$ cat config.mk
export PLATFORM = sky130hd
export DESIGN_NAME = regfile_wb_sched
export DESIGN_NICKNAME = d
export VERILOG_FILES = /design/src/rtl/regfile_wb_sched.sv
export SDC_FILE = /design/constraint.sdc
export NUM_CORES = 1
export LEC_CHECK = 0
export ABC_AREA = 1
export CORE_MARGIN = 1.5
export CORE_UTILIZATION = 60
export DETAILED_ROUTE_END_ITERATION = 6
export DONT_BUFFER_PORTS = 1
export HOLD_SLACK_MARGIN = 0.02
export PLACE_DENSITY = 0.76
export SETUP_SLACK_MARGIN = 0.5
export SLEW_MARGIN = 25
export SYNTH_ARGS = -nofsm -noshare
export SYNTH_HDL_FRONTEND = slang
export SYNTH_SLANG_ARGS = --single-unit
$ cat constraint.sdc
create_clock -name clk -period 3.1 [get_ports clk]
set_input_delay 0.93 -clock clk [delete_from_list [all_inputs] [get_ports clk]]
set_output_delay 0.93 -clock clk [all_outputs]
set_load 0.01 [all_outputs]
$ cat src/rtl/regfile_wb_sched.sv
// Register-file write-port scheduler: pipe writeback has priority, multi-cycle results queue in a FIFO.
// Optional starvation guard (wb_hold) is built when REGFILE_WB_STARVE_EN is defined.
module regfile_wb_sched #(
  parameter int DEPTH      = 2,
  parameter int STARVE_MAX = 4
) (
  input  logic        clk,
  input  logic        rst,
  input  logic        pipe_wr_en,
  input  logic [4:0]  pipe_wr_addr,
  input  logic [31:0] pipe_wr_data,
  input  logic        mc_issue,
  input  logic [4:0]  mc_issue_addr,
  input  logic        mc_valid,
  input  logic [4:0]  mc_addr,
  input  logic [31:0] mc_data,
  output logic        mc_ready,
  input  logic [4:0]  id_rs_addr,
  input  logic [4:0]  id_rt_addr,
  output logic        id_stall,
  output logic        wb_hold,
  output logic        rf_wr_en,
  output logic [4:0]  rf_wr_addr,
  output logic [31:0] rf_wr_data
);

  localparam int PW    = $clog2(DEPTH);
  localparam int CNT_W = PW + 1;

  logic [4:0]       addr_mem [DEPTH];
  logic [31:0]      data_mem [DEPTH];
  logic [PW-1:0]    wr_ptr_reg;
  logic [PW-1:0]    rd_ptr_reg;
  logic [CNT_W-1:0] count_reg;
  logic [CNT_W-1:0] count_next;
  logic [31:1]      pending_reg;
  logic [31:0]      pending;

  logic        empty;
  logic        full;
  logic        push;
  logic        pop;
  logic [4:0]  head_addr;
  logic [31:0] head_data;
  logic [4:0]  sel_addr;
  logic [31:0] sel_data;

  assign empty     = (count_reg == '0);
  assign full      = (count_reg == CNT_W'(DEPTH));
  assign mc_ready  = !full;
  assign push      = mc_valid && !full;
  assign pop       = !pipe_wr_en && !empty;
  assign head_addr = addr_mem[rd_ptr_reg];
  assign head_data = data_mem[rd_ptr_reg];

  // Write-port mux: the pipe always wins, the FIFO head only fills idle slots.
  always_comb begin
    sel_addr = 5'd0;
    sel_data = 32'd0;
    if (pipe_wr_en) begin
      sel_addr = pipe_wr_addr;
      sel_data = pipe_wr_data;
    end else if (pop) begin
      sel_addr = head_addr;
      sel_data = head_data;
    end
  end

  assign rf_wr_en   = rst && (pipe_wr_en || pop) && (sel_addr != 5'd0);
  assign rf_wr_addr = rst ? sel_addr : 5'd0;
  assign rf_wr_data = rst ? sel_data : 32'd0;

  always_ff @(posedge clk) begin
    if (push) begin
      addr_mem[wr_ptr_reg] <= mc_addr;
      data_mem[wr_ptr_reg] <= mc_data;
    end
  end

  always_comb begin
    count_next = count_reg;
    case ({push, pop})
      2'b10:   count_next = count_reg + CNT_W'(1);
      2'b01:   count_next = count_reg - CNT_W'(1);
      default: count_next = count_reg;
    endcase
  end

  always_ff @(posedge clk or negedge rst) begin
    if (!rst) begin
      wr_ptr_reg <= '0;
      rd_ptr_reg <= '0;
      count_reg  <= '0;
    end else begin
      if (push) wr_ptr_reg <= wr_ptr_reg + PW'(1);
      if (pop)  rd_ptr_reg <= rd_ptr_reg + PW'(1);
      count_reg <= count_next;
    end
  end

  // One flop per architectural register; a new issue overrides a same-edge retirement.
  genvar gi;
  generate
    for (gi = 1; gi < 32; gi++) begin : g_pend
      always_ff @(posedge clk or negedge rst) begin
        if (!rst)
          pending_reg[gi] <= 1'b0;
        else if (mc_issue && (mc_issue_addr == 5'(gi)))
          pending_reg[gi] <= 1'b1;
        else if (pop && (head_addr == 5'(gi)))
          pending_reg[gi] <= 1'b0;
      end
    end
  endgenerate

  assign pending  = {pending_reg, 1'b0};
  assign id_stall = pending[id_rs_addr] | pending[id_rt_addr];

`ifdef REGFILE_WB_STARVE_EN
  logic [3:0] starve_cnt_reg;
  logic       blocked;

  assign blocked = pipe_wr_en && !empty;

  always_ff @(posedge clk or negedge rst) begin
    if (!rst)
      starve_cnt_reg <= 4'd0;
    else if (!blocked)
      starve_cnt_reg <= 4'd0;
    else if (starve_cnt_reg != 4'(STARVE_MAX))
      starve_cnt_reg <= starve_cnt_reg + 4'd1;
  end

  // Raised in the blocked cycle that brings the count to STARVE_MAX so W idles the very next cycle.
  assign wb_hold = blocked && (starve_cnt_reg >= 4'(STARVE_MAX - 1));
`else
  assign wb_hold = 1'b0;
`endif

endmodule
**After elaboration in Yosys (flattened, before gate mapping)**

Memories as Yosys holds them, arrays and structs flattened.
Cells that the tools add are included.

- Bits in registers: 35
- Latch bits: 0
- RAM bits: 74
- ROM bits: 0
- Input bits: 94
- Output and inout bits: 41
- Word-level logic and storage cells: 287
- Memories kept: 2

- $add $sub $neg: 4
- Multipliers: 0
- Divide/modulo/power cells: 0
- Magnitude comparators: 2
- Equal/unequal tests: 65
- Shift-type cells: 0
- Multiplexer cells: 75
- Bitwise gates (word level): 1
- Reductions and logical operators: 104

Memory list:

| name | words | width | read ports | clocked after memory_dff | wr ports | RTL line | RTL |
|---|---|---|---|---|---|---|---|
| data_mem | 2 | 32 | 1 | 0 | 1 | 31 | `logic [31:0] data_mem [DEPTH];` |
| addr_mem | 2 | 5 | 1 | 0 | 1 | 30 | `logic [4:0] addr_mem [DEPTH];` |

Operator list:

| cell | number |
|---|---|
| 5-bit == test, second input constant | 32 |
| 32-bit two-way mux | 3 |
| 5-bit by 4-bit == test with 1-bit output, second input constant | 16 |
| 1-bit logical AND | 66 |
| 1-bit two-way mux | 66 |
| 2-bit nonzero test | 32 |
| 5-bit by 3-bit == test with 1-bit output, second input constant | 8 |
| 5-bit by 2-bit == test with 1-bit output, second input constant | 4 |
| 5-bit two-way mux | 3 |
| 5-bit by 6-bit less-than comparator with 1-bit output, second input constant | 2 |
| 1-bit binary-select mux with 5-bit select | 2 |
| 5-bit by 1-bit == test with 1-bit output, second input constant | 2 |
| 5-bit nonzero test | 1 |
| 2-bit == test, second input constant | 2 |
| 2-bit case mux with 2 select lines | 1 |
| 1-bit zero test | 3 |
| 1-bit adder, second input constant | 2 |
| 2-bit by 1-bit adder with 2-bit output, second input constant | 1 |
| 2-bit by 1-bit == test with 1-bit output, second input constant | 1 |
| 2-bit zero test | 1 |
| 2-bit by 1-bit subtractor with 2-bit output, second input constant | 1 |
| 1-bit logical OR | 1 |
| 1-bit OR | 1 |

**Logic depth before layout (Yosys ltp)**

- Depth after elaboration: 7
- Depth in mapped cells: 11
- Mapped depth without buffers: 9

**Worst setup path before layout**

OpenSTA, ideal clock, no wires.

- Path kind: input port to flip-flop
- From: in mc_valid
- To: mem addr_mem[1][0] (enable)
- Library setup time: 0.433 ns
- Arrival time: 2.607 ns
- Data required time: 2.667 ns
- Slack: 0.060 ns
- Stages on the path: 2
- Path buffers: 0
- Cell sequence: nand2_1 nor2_1

- Longest elaborated chain between the ends: 3

Ends and longest elaborated chain:

| item | RTL line | RTL |
|---|---|---|
| start, declared | 14 | `input logic mc_valid,` |
| 1-bit logical AND | 51 | `assign push = mc_valid && !full;` |
| 1-bit two-way mux | 74 | `if (push) begin` |
| 1-bit two-way mux (not written as such) | 75 | `addr_mem[wr_ptr_reg] <= mc_addr;` |
| end, declared | 30 |  |

Every way passes these cells.

**Final worst setup path**

- From: in id_rt_addr[1]
- To: out id_stall

- Longest elaborated chain between the ends: 3

Ends and longest elaborated chain:

| item | RTL line | RTL |
|---|---|---|
| start, declared | 19 | `input logic [4:0] id_rt_addr,` |
| 1-bit binary-select mux with 5-bit select | 117 | `assign id_stall = pending[id_rs_addr] \| pending[id_rt_addr];` |
| 1-bit two-way mux (not written as such) | 117 |  |
| 1-bit OR | 117 |  |
| end, declared | 20 | `output logic id_stall,` |

Every way passes these cells. The select of a mux whose other input is x is not followed.

==> reports/summary.json <==
{
  "timing.critical_path.to": "id_stall",
  "drt.antenna.violating_nets": 0,
  "run_status": "completed",
  "fmaxAchievable_mhz": 382.8,
  "placement_rows": 35,
  "timing.final.crit_period_ns": 2.612,
  "globalRoute.totalOverflow": 0,
  "most_common_cell_after_layout_fill_and_taps_aside": "sky130_fd_sc_hd__nand2_1",
  "hold_violations": 0,
  "initial_core_util": 0.6130,
  "place.gp.congestion": 0.8867,
  "cp.required_ns": 2.17,
  "type_of_the_worst_setup_path": "input port to output port",
  "max-vdd-ir-drop_mv": 0.5058,
  "synth_area_per_cell_um2": 7.924,
  "tritoncts": "yes",
  "worst_hold_slack_ns": 0.2455,
  "tightest_slew_ns": 0.5261,
  "relSlewSlack": 0.6484,
  "commonest_non_fill_non_tap_cells_in_the_layout": "sky130_fd_sc_hd__nand2_1 (319), sky130_fd_sc_hd__edfxtp_1 (74), sky130_fd_sc_hd__nand3_1 (52), sky130_fd_sc_hd__inv_1 (49)",
  "timing.critical_path.from_type": "input port",
  "fp.dieH_um": 99.70,
  "ys_types": 24,
  "global_route.usage.total": 0.2633,
  "share_of_the_clock_period_used_by_the_worst_path_after_layout": 0.8426,
  "syn_nets": 803,
  "antenna-diode-count": 0,
  "worst_ep_arrival_time_ns": 1.68,
  "critPathCaptureType": "output port",
  "clock_tree.htree_level_count": 3,
  "cts.sink_count": 109,
  "powerDensity_nw_per_um2": 832.7,
  "grt_pass1_wl_mm": 20.29,
  "yosys_warnings": 0,
  "setup_violations": 0,
  "drc": 0,
  "timing.reg2reg.worst_path_depth": 8,
  "numPlacedInstances": 796,
  "largest_register_ffs": 64,
  "grt_antenna_before_repair": 0,
  "flow.area_growth_from_synthesis_pct": 13.80,
  "critical_path.max_fanout": 9,
  "io_buffer_count": 0,
  "maxSlewViolCount": 0,
  "horizontal_die_dimension_um": 99.70,
  "setup.reg_to_reg.worst_slack_ns": 1.26,
  "cells_after_synth": 708,
  "unrepaired_setup_endpoints_after_global_routing": "true",
  "clockRootBuffer": "sky130_fd_sc_hd__clkbuf_8",
  "cts-root-to-sink-buffers": 2,
  "regToRegStartpoint": "count_reg[0]",
  "crit_start": "id_rt_addr[1]",
  "drive_gt1_frac": 0.1637,
  "power.static_leakage_nw": 2.743,
  "final_net_count": 811,
  "first_iter_violations": 268,
  "fp.dieArea_um2": 9940,
  "routed_wirelength_mm": 13.35,
  "cts_inserted_buffers": 9,
  "ys_seq_elements": 109,
  "drt-vias-per-instance": 5.596,
  "worstReg2RegEnd": "count_reg[1]",
  "final.setup.tns_ns": 0,
  "first_global_vias": 4395,
  "hold_path.class": "input port to async pin",
  "clk-insertion-delay-late_ns": 0.36,
  "totalPowerFinal_mw": 5.317,
  "synth_seq_area_share": 0.5522,
  "design.portCount": 135,
  "first_pass_iters": 6,
  "clock-skew-final_ns": 0.01008,
  "wl_per_cell_um": 16.04,
  "core_area_um2": 9153,
  "timing.max_cap.violations": 0,
  "hpwlAfterDp_mm": 8.883,
  "cts_hold_repair.buffers": 0,
  "vias": 4656,
  "grt_start_max_net_pins": 39,
  "cts.clk_slew.worst_paths_ns": 0.10,
  "final-instance-count-excl-fill": 832,
  "netlist_area_um2": 5610
}
## area by class of cell
class | instances | area, µm²
sequential | 109 | 3100
fill | 734 | 2768
multi-input combinational | 507 | 2391
timing repair buffer | 27 | 310.3
inverter | 61 | 261.5
tap | 111 | 138.9
clock buffer | 10 | 127.6
clock inverter | 6 | 47.55
timing repair inverter | 1 | 7.507
## per-stage QoR
| step | worst slack, ns | util | area [µm²] |
|---|---|---|---|
| 2_1_floorplan | 0.4201 | - | 5653 |
| 3_3_place_gp | 0.2874 | 0.6220 | 5693 |
| 3_5_place_dp | 0.2155 | 0.6220 | 5693 |
| 5_1_grt | 0.4254 | 0.6976 | 6385 |
| 4_1_cts | 0.4816 | 0.6648 | 6085 |
| 6_report | 0.4879 | 0.6976 | 6385 |
## critical path, cell delays in order
cell and delay [ns]:
sky130_fd_sc_hd__clkinvlp_4 0.17, sky130_fd_sc_hd__nand3_2 0.13, sky130_fd_sc_hd__nand3_1 0.09, sky130_fd_sc_hd__nand2_1 0.08, sky130_fd_sc_hd__nand2_1 0.06, sky130_fd_sc_hd__nand3_1 0.08
sky130_fd_sc_hd__nand2_1 0.06, sky130_fd_sc_hd__nand2_2 0.08
## repair_timing
| item | 4_1_cts | 5_1_grt |
|---|---|---|
| buffers inserted | 8 | 9 |
| setup endpoints to repair | 38 | 38 |
| gates resized for setup | 37 | 51 |
| gates cloned | 1 | 2 |
| pin swaps | 5 | 8 |
## layer usage
metal | vias up | wire length [µm] | GRT usage
met1 | 2149 | 5386 | 0.3216
li1 | 2279 | - | -
met2 | 194 | 6808 | 0.4589
met4 | 0 | 332 | 0.1051
met5 | - | 0 | 0
met3 | 34 | 818 | 0.05341
## worst min-delay path by stage
stage	slack, ns	depth (start not counted)	to
floorplan	0.45	2	pending[2]
global placement	0.47	2	pending[2]
detailed placement	0.48	2	pending[2]
CTS	0.24	0	wr_ptr_reg
global route	0.22	0	pending[11]
finish	0.25	0	pending[9]
## where the power goes
group          total (mW)  internal (mW)  switching, mW  leakage [nW]
Clock               0.774          0.300          0.474        0.0825
Combinational        2.20          0.838           1.37          1.55
Sequential           2.34           2.05          0.290          1.11
Total                5.32           3.19           2.13          2.74
## logic make-up after synthesis
family / Yosys count / synth area share
and+or+nand+nor: 423 / 0.2995
buffers and inverters: 92 / 0.06512
adders and majority gates: 1 / 0.002230
other: 1 / 0.0006684
AOI/OAI and AO/OA: 79 / 0.07560
DFF: 109 / 0.5522
xor gates and xnor gates: 3 / 0.004684
## cell usage after synthesis
cell                       count  area [µm²]
sky130_fd_sc_hd__o31ai_1       1       7.510
sky130_fd_sc_hd__o21ai_2       6       52.55
sky130_fd_sc_hd__dfrtp_1      35       875.8
sky130_fd_sc_hd__nor2_2        7       43.79
sky130_fd_sc_hd__buf_2         7       35.03
sky130_fd_sc_hd__a31oi_1       1       6.260
sky130_fd_sc_hd__edfxtp_1     74        2222
sky130_fd_sc_hd__inv_1        55       206.5
sky130_fd_sc_hd__xnor2_1       1       8.760
sky130_fd_sc_hd__clkbuf_1     22       82.58
sky130_fd_sc_hd__nand3_1      54       270.3
sky130_fd_sc_hd__ha_1          1       12.51
sky130_fd_sc_hd__a21oi_1      35       175.2
sky130_fd_sc_hd__conb_1        1       3.750
sky130_fd_sc_hd__xor2_1        2       17.52
sky130_fd_sc_hd__inv_2         6       22.52
sky130_fd_sc_hd__buf_6         1       11.26
sky130_fd_sc_hd__o21ai_1      10       50.05
sky130_fd_sc_hd__buf_4         1       7.510
sky130_fd_sc_hd__or2_2         3       18.77
sky130_fd_sc_hd__nand2_1     323        1212
sky130_fd_sc_hd__o21ai_0      25       125.1
sky130_fd_sc_hd__nor2_1       36       135.1
sky130_fd_sc_hd__o211ai_1      1       7.510
No activity file was read; power rests on OpenSTA's default activity.
